File: src/rtl/riscv_pkg.sv
// Shared types and helpers for the execute-stage iterative divider.
// Latency: n/a (types, constants and a combinational helper function only).
// Backpressure: n/a.
package riscv_pkg;

  localparam int DIV_XLEN = 64;

  typedef enum logic [1:0] {
    IDLE = 2'd0,
    BUSY = 2'd1,
    DONE = 2'd2
  } div_state_t;

  // divctrl_e encodings: [3]=valid, [2]=W, [1]=REM, [0]=unsigned
  localparam logic [3:0] DIVCTRL_DIV   = 4'b1000;
  localparam logic [3:0] DIVCTRL_DIVU  = 4'b1001;
  localparam logic [3:0] DIVCTRL_REM   = 4'b1010;
  localparam logic [3:0] DIVCTRL_REMU  = 4'b1011;
  localparam logic [3:0] DIVCTRL_DIVW  = 4'b1100;
  localparam logic [3:0] DIVCTRL_DIVUW = 4'b1101;
  localparam logic [3:0] DIVCTRL_REMW  = 4'b1110;
  localparam logic [3:0] DIVCTRL_REMUW = 4'b1111;

  // Pick quotient or remainder, restore its sign, and for W-ops
  // sign-extend the low half. Negating the full width before taking the
  // low half is safe because two's complement negation is modular.
  function automatic logic [DIV_XLEN-1:0] div_fixup(
    input logic [DIV_XLEN-1:0] q,
    input logic [DIV_XLEN-1:0] r,
    input logic                neg_q,
    input logic                neg_r,
    input logic                is_rem,
    input logic                is_w
  );
    logic [DIV_XLEN-1:0] v;
    if (is_rem) v = neg_r ? (~r + 1'b1) : r;
    else        v = neg_q ? (~q + 1'b1) : q;
    if (is_w) v = {{(DIV_XLEN/2){v[DIV_XLEN/2-1]}}, v[DIV_XLEN/2-1:0]};
    return v;
  endfunction

endpackage

File: src/rtl/riscv_div_step.sv
// One restoring-division step on unsigned magnitudes: shift in next dividend bit, trial subtract.
// Latency: combinational.
// Backpressure: none; the caller decides when to register the outputs.
module riscv_div_step #(
  parameter int XLEN = 64
) (
  input  logic [XLEN:0]   rem,
  input  logic [XLEN-1:0] quo,
  input  logic [XLEN-1:0] divisor,
  output logic [XLEN:0]   rem_nxt,
  output logic [XLEN-1:0] quo_nxt
);

  logic [XLEN:0] rem_sh;
  logic [XLEN:0] diff;
  logic          ge;

  // Shift the partial remainder left with the dividend MSB, subtract if it fits.
  // A set top bit means the shifted value is beyond any divisor, so it always fits.
  always_comb begin
    rem_sh  = {rem[XLEN-1:0], quo[XLEN-1]};
    diff    = rem_sh - {1'b0, divisor};
    ge      = rem[XLEN] | (rem_sh >= {1'b0, divisor});
    rem_nxt = ge ? diff : rem_sh;
    quo_nxt = {quo[XLEN-2:0], ge};
  end

endmodule

File: src/rtl/riscv_div_iter.sv
// Iterative radix-2 RV64M divider/remainder unit in the execute stage.
// Latency: 65 cycles (64-bit), 33 cycles (W-ops), 1 cycle (divide-by-zero / signed overflow).
// Backpressure: stall holds decode->execute while computing; hold parks the result in DONE; kill aborts.
module riscv_div_iter
  import riscv_pkg::*;
#(
  parameter int XLEN = DIV_XLEN
) (
  input  logic            i_riscv_de_clk,
  input  logic            i_riscv_de_rst,
  input  logic [3:0]      i_riscv_div_ctrl,
  input  logic [XLEN-1:0] i_riscv_div_rs1data,
  input  logic [XLEN-1:0] i_riscv_div_rs2data,
  input  logic            i_riscv_div_kill,
  input  logic            i_riscv_div_hold,
  output logic [XLEN-1:0] o_riscv_div_result,
  output logic            o_riscv_div_valid,
  output logic            o_riscv_div_stall
);

  localparam int HALF  = XLEN / 2;
  localparam int CNT_W = $clog2(XLEN);

  div_state_t state, state_nxt;

  logic [CNT_W-1:0] cnt;
  logic [XLEN:0]    rem_q;
  logic [XLEN-1:0]  quo_q;
  logic [XLEN-1:0]  dvs_q;
  logic             is_rem_q, is_w_q, neg_q_q, neg_r_q;

  logic             op_vld, is_w, is_rem, is_uns;
  logic [XLEN-1:0]  a_ext, b_ext, a_abs, b_abs, min_ext;
  logic             sa, sb, div_zero, ovf, special;
  logic             ld_op, ld_spec, step_en;
  logic [XLEN:0]    rem_step;
  logic [XLEN-1:0]  quo_step;

  assign op_vld = i_riscv_div_ctrl[3];
  assign is_w   = i_riscv_div_ctrl[2];
  assign is_rem = i_riscv_div_ctrl[1];
  assign is_uns = i_riscv_div_ctrl[0];

  // Operand conditioning: W extension, sign capture, magnitudes and special-case detection.
  always_comb begin
    a_ext    = is_w ? {{HALF{~is_uns & i_riscv_div_rs1data[HALF-1]}}, i_riscv_div_rs1data[HALF-1:0]}
                    : i_riscv_div_rs1data;
    b_ext    = is_w ? {{HALF{~is_uns & i_riscv_div_rs2data[HALF-1]}}, i_riscv_div_rs2data[HALF-1:0]}
                    : i_riscv_div_rs2data;
    sa       = ~is_uns & a_ext[XLEN-1];
    sb       = ~is_uns & b_ext[XLEN-1];
    a_abs    = sa ? (~a_ext + 1'b1) : a_ext;
    b_abs    = sb ? (~b_ext + 1'b1) : b_ext;
    min_ext  = is_w ? {{(HALF+1){1'b1}}, {(HALF-1){1'b0}}} : {1'b1, {(XLEN-1){1'b0}}};
    div_zero = (b_ext == '0);
    ovf      = ~is_uns & (a_ext == min_ext) & (b_ext == '1);
    special  = div_zero | ovf;
  end

  riscv_div_step #(.XLEN(XLEN)) u_step (
    .rem     (rem_q),
    .quo     (quo_q),
    .divisor (dvs_q),
    .rem_nxt (rem_step),
    .quo_nxt (quo_step)
  );

  // FSM state register.
  always_ff @(posedge i_riscv_de_clk or posedge i_riscv_de_rst) begin
    if (i_riscv_de_rst) state <= IDLE;
    else                state <= state_nxt;
  end

  // Next state, datapath enables and handshake outputs; kill overrides every transition.
  always_comb begin
    state_nxt         = state;
    ld_op             = 1'b0;
    ld_spec           = 1'b0;
    step_en           = 1'b0;
    o_riscv_div_valid = (state == DONE) & ~i_riscv_div_kill;
    o_riscv_div_stall = op_vld & (state != DONE) & ~i_riscv_div_kill;
    if (i_riscv_div_kill) begin
      state_nxt = IDLE;
    end else begin
      case (state)
        IDLE: begin
          if (op_vld) begin
            if (special) begin
              state_nxt = DONE;
              ld_spec   = 1'b1;
            end else begin
              state_nxt = BUSY;
              ld_op     = 1'b1;
            end
          end
        end
        BUSY: begin
          step_en = 1'b1;
          if (cnt == '0) state_nxt = DONE;
        end
        DONE: begin
          if (!i_riscv_div_hold) state_nxt = IDLE;
        end
        default: state_nxt = IDLE;
      endcase
    end
  end

  // Operand capture on IDLE exit, then one restoring step per BUSY cycle.
  // W magnitudes are parked in the upper half so the step always consumes the MSB.
  always_ff @(posedge i_riscv_de_clk or posedge i_riscv_de_rst) begin
    if (i_riscv_de_rst) begin
      cnt      <= '0;
      rem_q    <= '0;
      quo_q    <= '0;
      dvs_q    <= '0;
      is_rem_q <= 1'b0;
      is_w_q   <= 1'b0;
      neg_q_q  <= 1'b0;
      neg_r_q  <= 1'b0;
    end else if (ld_op) begin
      cnt      <= is_w ? CNT_W'(HALF - 1) : CNT_W'(XLEN - 1);
      rem_q    <= '0;
      quo_q    <= is_w ? {a_abs[HALF-1:0], {HALF{1'b0}}} : a_abs;
      dvs_q    <= b_abs;
      is_rem_q <= is_rem;
      is_w_q   <= is_w;
      neg_q_q  <= sa ^ sb;
      neg_r_q  <= sa;
    end else if (ld_spec) begin
      cnt      <= '0;
      rem_q    <= div_zero ? {1'b0, i_riscv_div_rs1data} : '0;
      quo_q    <= div_zero ? '1 : min_ext;
      dvs_q    <= '0;
      is_rem_q <= is_rem;
      is_w_q   <= is_w;
      neg_q_q  <= 1'b0;
      neg_r_q  <= 1'b0;
    end else if (step_en) begin
      cnt      <= cnt - CNT_W'(1);
      rem_q    <= rem_step;
      quo_q    <= quo_step;
    end
  end

  // Result is driven only in DONE so the mux sees zero otherwise.
  always_comb begin
    o_riscv_div_result = '0;
    if (state == DONE)
      o_riscv_div_result = div_fixup(quo_q, rem_q[XLEN-1:0], neg_q_q, neg_r_q, is_rem_q, is_w_q);
  end

endmodule

File: config.mk
export PLATFORM = sky130hd
export DESIGN_NAME = riscv_div_iter
export DESIGN_NICKNAME = d
export VERILOG_FILES = /design/src/rtl/riscv_pkg.sv /design/src/rtl/riscv_div_step.sv /design/src/rtl/riscv_div_iter.sv
export SDC_FILE = /design/constraint.sdc
export NUM_CORES = 1
export LEC_CHECK = 0
export ABC_AREA = 1
export CAP_MARGIN = 25
export CORE_MARGIN = 2
export CORE_UTILIZATION = 45
export CTS_BUF_LIST = sky130_fd_sc_hd__clkbuf_4
export DETAILED_ROUTE_END_ITERATION = 10
export PLACE_DENSITY = 0.66
export SLEW_MARGIN = 20
export SYNTH_ARGS = -nofsm -noshare
export SYNTH_HDL_FRONTEND = slang
export SYNTH_SLANG_ARGS = --single-unit
File: constraint.sdc
create_clock -name i_riscv_de_clk -period 8.2 [get_ports i_riscv_de_clk]
set_input_delay 2.46 -clock i_riscv_de_clk [delete_from_list [all_inputs] [get_ports i_riscv_de_clk]]
set_output_delay 2.46 -clock i_riscv_de_clk [all_outputs]
set_load 0.01 [all_outputs]
Word-level counts from Yosys, hierarchy flattened
Index checks and enable logic that the tools add are counted.
{"block": "classes", "order_cmp": 1, "reduce_logical": 6, "n_eq_ne": 8, "n_mux": 49, "n_bitwise": 18, "addsub": 6}
{"operator": "2-to-1 mux 64 bit", "n": 16}
{"operator": "2-to-1 mux 65 bit", "n": 4}
{"operator": "adder 64 x 1 -> 64 bit, second input constant", "n": 4}
{"operator": "inverter 64 bit", "n": 4}
{"operator": "2-to-1 mux 63 bit", "n": 2}
{"operator": "greater-or-equal comparator 65 x 64 -> 1 bit", "n": 1}
{"operator": "subtractor 65 x 64 -> 65 bit", "n": 1}
{"operator": "== test 64 bit", "n": 1}
{"operator": "== test 64 bit, second input constant", "n": 1}
{"operator": "zero test 64 bit", "n": 1}
{"operator": "2-to-1 mux 6 bit", "n": 4}
{"operator": "2-to-1 mux 1 bit", "n": 17}
{"operator": "2-to-1 mux 2 bit", "n": 5}
{"operator": "AND 1 bit", "n": 9}
{"operator": "!= test 3 bit, second input constant", "n": 3}
{"operator": "zero test 6 bit", "n": 1}
{"operator": "one-hot mux 2 bit (3 select lines)", "n": 1}
{"operator": "subtractor 6 x 1 -> 6 bit, second input constant", "n": 1}
{"operator": "AND reduction 3 bit", "n": 1}
{"operator": "nonzero test 3 bit", "n": 1}
{"operator": "== test 2 x 1 -> 1 bit, second input constant", "n": 1}
{"operator": "== test 2 bit, second input constant", "n": 1}
{"operator": "zero test 2 bit", "n": 1}
{"operator": "!= test 2 bit, second input constant", "n": 1}
{"operator": "4 further kinds", "n": 6}
{"block": "totals", "out_inout_bits": 66, "regBits": 205, "in_bits": 136}

Longest topological paths before layout
{"block": "depth", "depth_word": 13, "depth_mapped": 22}

Hierarchy
A second synthesis with hierarchy kept.
{"block": "hier_totals", "hier_cells": 5437, "area_unflattened_um2": 28546.1}
{"module": "riscv_div_iter", "area_per_inst_um2": 20527.2, "cells_per_inst": 3699, "n_inst": 1}
{"module": "riscv_div_step", "area_per_inst_um2": 8018.9, "cells_per_inst": 1738, "n_inst": 1}

Worst setup path before layout
No wires, ideal clock.
{"block": "synth_timing", "path_type": "input -> output", "startpoint": "input port i_riscv_div_ctrl[3]", "endpoint": "output port o_riscv_div_stall", "required_time_ns": 5.740, "arrival_ns": 2.809, "path_slack_ns": 2.931, "path_stages": 2, "cell_sequence": "inv_1 -> nor3_1"}
{"block": "synth_between", "elab_chain_len": 2}
{"item": "start, declared", "line_no": "riscv_div_iter.sv:11", "source": "input logic [3:0] i_riscv_div_ctrl,"}
{"item": "AND 1 bit (2 in series)", "line_no": "riscv_div_iter.sv:81", "source": "o_riscv_div_stall = op_vld & (state != DONE) & ~i_riscv_div_kill;"}
{"item": "end, declared", "line_no": "riscv_div_iter.sv:18", "source": "output logic o_riscv_div_stall"}
No other way between the ends.

Final worst setup path
{"block": "layout_timing", "startpoint": "register rem_q[0]", "endpoint": "output port o_riscv_div_result[34]"}
{"block": "layout_between", "elab_chain_len": 6}
{"item": "start, declared", "line_no": "riscv_div_iter.sv:27", "source": "logic [XLEN:0] rem_q;"}
{"item": "start signal, assigned", "line_no": "riscv_div_iter.sv:132", "source": "rem_q <= div_zero ? {1'b0, i_riscv_div_rs1data} : '0;"}
{"item": "start signal, assigned", "line_no": "riscv_div_iter.sv:141", "source": "rem_q <= rem_step;"}
{"item": "inverter 64 bit", "line_no": "riscv_pkg.sv:36", "source": "if (is_rem) v = neg_r ? (~r + 1'b1) : r;"}
{"item": "adder 64 x 1 -> 64 bit", "line_no": "riscv_pkg.sv:36"}
{"item": "2-to-1 mux 64 bit (2 in series)", "line_no": "riscv_pkg.sv:36"}
{"item": "2-to-1 mux 64 bit", "line_no": "riscv_pkg.sv:38", "source": "if (is_w) v = {{(DIV_XLEN/2){v[DIV_XLEN/2-1]}}, v[DIV_XLEN/2-1:0]};"}
{"item": "2-to-1 mux 64 bit", "line_no": "riscv_div_iter.sv:149", "source": "if (state == DONE)"}
{"item": "end, declared", "line_no": "riscv_div_iter.sv:16", "source": "output logic [XLEN-1:0] o_riscv_div_result,"}
No other way between the ends.

==> flow_metrics.py <==
metrics = {
    "cts": {
        "cts.repair.resized": 0,
        "hold_buffers": 0,
        "cts_buffer_depth": 3,
        "clock_tree.root_cell": "clkbuf_4",
        "cts_buffers": 59,
        "tritoncts": "built",
        "clk_latency_ns": 0.88,
        "cts_sinks": 205,
        "postCtsSetupBuffers": 0,
        "path_clk_slew_ns": 0.07,
        "htreeDepth": 2,
    },
    "power": {
        "p_clk_share_pct": 14.5,
        "seqPwrFrac_pct": 23.2,
        "p_switching_uw": 4020,
        "p_leak_uw": 0.0163,
        "ir_drop_mv": 0.177,
        "switching_share_pct": 55.8,
        "power.internal_uw": 3180,
        "p_per_area_nw_per_um2": 238,
        "power_frac_comb_pct": 62.4,
    },
    "logic_synthesis": {
        "synth_xor_area_share_pct": 4.69,
        "yosys-top-cells-area": "nand2_1 26%, dfrtp_1 19%, inv_1 9.8%",
        "yosysTopAreaCell": "nand2_1",
        "synthArstFlopShare_pct": 100,
        "synth.distinct_cells": 44,
        "synth_nets": 5243,
        "ys_ff_latch": 205,
        "synth.top_cell.area_share_pct": 26.5,
        "synth_top_family_by_area": "simple AND/OR/NAND/NOR gates",
        "synthAdderAreaFrac_pct": 3.38,
        "synth-simple-area-share_pct": 47.7,
        "seq_area_frac_synth_pct": 19.1,
        "synth-main-ff-cell": "dfrtp_1",
        "synth.avg_cell_area_um2": 5.34,
        "synth_mux_area_share_pct": 0,
        "synth_area_um2": 26900,
        "synth_compound_gate_area_share_pct": 12.3,
        "ys.warnings.count": 0,
        "synth_edf_count": 0,
        "syn_inst": 5035,
    },
    "sta": {
        "hold_violations": 0,
        "relSlewSlack_pct": 36.4,
        "tns_ns": 0,
        "setup_viol_count_final": 0,
        "timing.final.crit_share_pct": 94.2,
        "worst_pin_slew_ns": 0.943,
        "slew_viol_final": 0,
        "period_minus_slack_ns": 7.73,
        "max_freq_mhz": 129,
        "rsz0062_at_grt": "false",
        "finClkSkew_ns": 0.0435,
    },
    "route": {
        "wl_per_cell_um": 21.8,
        "via_count": 33627,
        "drtIter0Drc": 4202,
        "ant_nets": 0,
        "via_per_inst": 5.62,
        "drc": 1,
        "drt_first_pass_iters": 10,
        "wirelength_um": 131000,
    },
    "worst_setup_path": {
        "cp.arrival_ns": 5.27,
        "criticalPathCategory": "reg2out",
        "worst_ep_required_time_ns": 5.74,
        "cp-start-kind": "flip-flop",
        "crit_path_end_kind": "output pin",
        "critPathMaxFanout": 5,
    },
    "die": {
        "placementRows": 89,
        "die_area_um2": 61700,
        "die_y_um": 248,
        "pin_count": 202,
        "die_w_um": 248,
        "start_util_pct": 45.6,
        "core-area_um2": 59000,
    },
    "hold_path": {
        "hp-class": "reg2reg",
    },
    "global_route": {
        "grt-ovfl-total": 0,
        "grt_max_degree": 107,
        "grt_util_all_layers_pct": 41.0,
        "grt_pass1_wl_um": 193000,
        "grt_pass1_vias": 30535,
        "antenna_found_initial": 7,
    },
    "final_layout": {
        "nets": 5374,
        "drive_gt1_share_pct": 3.47,
        "stdcell_count": 5988,
        "fin_util_pct": 51.3,
        "final_area_um2": 30200,
        "area.growth.synth_to_final_pct": 12.5,
    },
    "job": {
        "maxCapViolCount": 0,
    },
    "place": {
        "dpl-instance-area_um2": 29500,
        "place_congestion": 1.05,
        "dp_cells": 5877,
        "port_buffers": 201,
        "hpwl_um": 106000,
    },
    "status": {
        "violations": "design-rule violations",
        "outcome": "complete, but fails checks",
    },
}
-- flip-flops by register name, summed over array words and instances, names as in the netlist --
| register | cells |
|---|---|
| cnt | 6 |
| dvs_q | 64 |
| is_rem_q | 1 |
| is_w_q | 1 |
| neg_q_q | 1 |
| neg_r_q | 1 |
| quo_q | 64 |
| rem_q | 65 |
| state | 2 |
-- through the flow --
| stage | power [uW] | worst slack [ns] | hold WS, ns |
|---|---|---|---|
| final | 7200 | 0.473 | 0.491 |
| after CTS | 7030 | 0.648 | 0.487 |
| after floorplan | 4460 | 0.144 | 0.453 |
| after detailed placement | 5970 | 0.948 | 0.471 |
| after global routing | 7690 | 0.184 | 0.550 |
| after global placement | 5950 | 0.962 | 0.470 |
-- kinds of logic after synthesis --
logic type	Yosys count
adders and majority gates	72
AOI/OAI and AO/OA	609
xor gates and xnor gates	144
and+or+nand+nor	3122
DFF	205
buffers and inverters	883
-- layout make-up --
| type | instances | area [um2] |
|---|---|---|
| flip-flops and latches | 205 | 5130 |
| fillers | 6549 | 28800 |
| repair buffers | 238 | 2350 |
| diodes | 3 | 7.51 |
| clock inverters | 19 | 101 |
| multi-input cells | 3947 | 18300 |
| clock buffers | 88 | 661 |
| well taps | 773 | 967 |
| inverters | 715 | 2690 |
-- synth_stat cells (10+ instances only) --
cell type	number
inv_1	701
xor2_1	95
clkbuf_1	104
nor2_1	582
inv_2	10
nand4_1	99
nor3_1	94
a21oi_1	237
o21bai_1	35
or2_2	14
nand2_1	1896
o22ai_1	45
buf_2	38
ha_1	71
dfrtp_1	205
o21ai_1	11
nand3_1	371
buf_1	10
xnor2_1	49
nand3b_1	33
o21ai_0	236
a311oi_1	12
and2_1	10
-- routing by layer --
metal	global-route usage, %	wire length [um]
met1	56.4	55700
met2	59.9	53300
met3	11.0	15000
met4	17.9	6490
met5	0	77
-- power groups by stage --
stage,Combinational (uW),Sequential [uW],Clock [uW]
after floorplan,2940,1520,0
after global placement,4290,1660,0
after detailed placement,4310,1660,0
after CTS,4330,1650,1050
after global routing,4900,1690,1110
final,4490,1670,1040
-- layout by cell type (no fill, tap or decap), types with 14 or more instances in the layout --
master / n
xnor2_1: 49
a21oi_1: 237
clkbuf_4: 88
nor3_1: 94
ha_1: 71
clkinv_1: 16
nor2_1: 579
or2_2: 14
o22ai_1: 45
clkdlybuf4s50_1: 200
nand3_1: 371
inv_1: 699
nand3b_1: 33
nand4_1: 99
o21ai_0: 236
nand2_1: 1895
xor2_1: 95
buf_4: 32
o21bai_1: 35
dfrtp_1: 204
-- final timing paths --
kind | start | cells past startpoint | to | slack (ns)
worst max-delay path | rem_q[0]$_DFFE_PP0P_ | 14 | o_riscv_div_result[34] | 0.47
worst max register to register | state[0]$_DFFE_PP0P_ | 9 | quo_q[42]$_DFFE_PP0P_ | 3.99
worst min-delay path | rem_q[64]$_DFFE_PP0P_ | 2 | rem_q[64]$_DFFE_PP0P_ | 0.49
max in group asynchronous | i_riscv_de_rst | 3 | dvs_q[63]$_DFFE_PP0P_ | 4.91
worst min register to register | rem_q[64]$_DFFE_PP0P_ | 2 | rem_q[64]$_DFFE_PP0P_ | 0.49
min in group asynchronous | i_riscv_de_rst | 2 | quo_q[15]$_DFFE_PP0P_ | 2.07
-- worst max-delay path, cell delays in order, from the launching register on --
cell and delay, ns:
dfrtp_1 0.43, inv_1 0.25, ha_1 0.30, nand2_1 0.15, nor2_1 0.37, nand2_1 0.31, nor2_1 0.28, nand2_1 0.12
o21ai_0 0.63, nand2_1 0.23, nor2_1 0.25, nor2_1 0.06, o21ai_0 0.42, a21oi_1 0.12, clkdlybuf4s50_1 0.50
No activity file was read; power rests on OpenSTA's default activity.
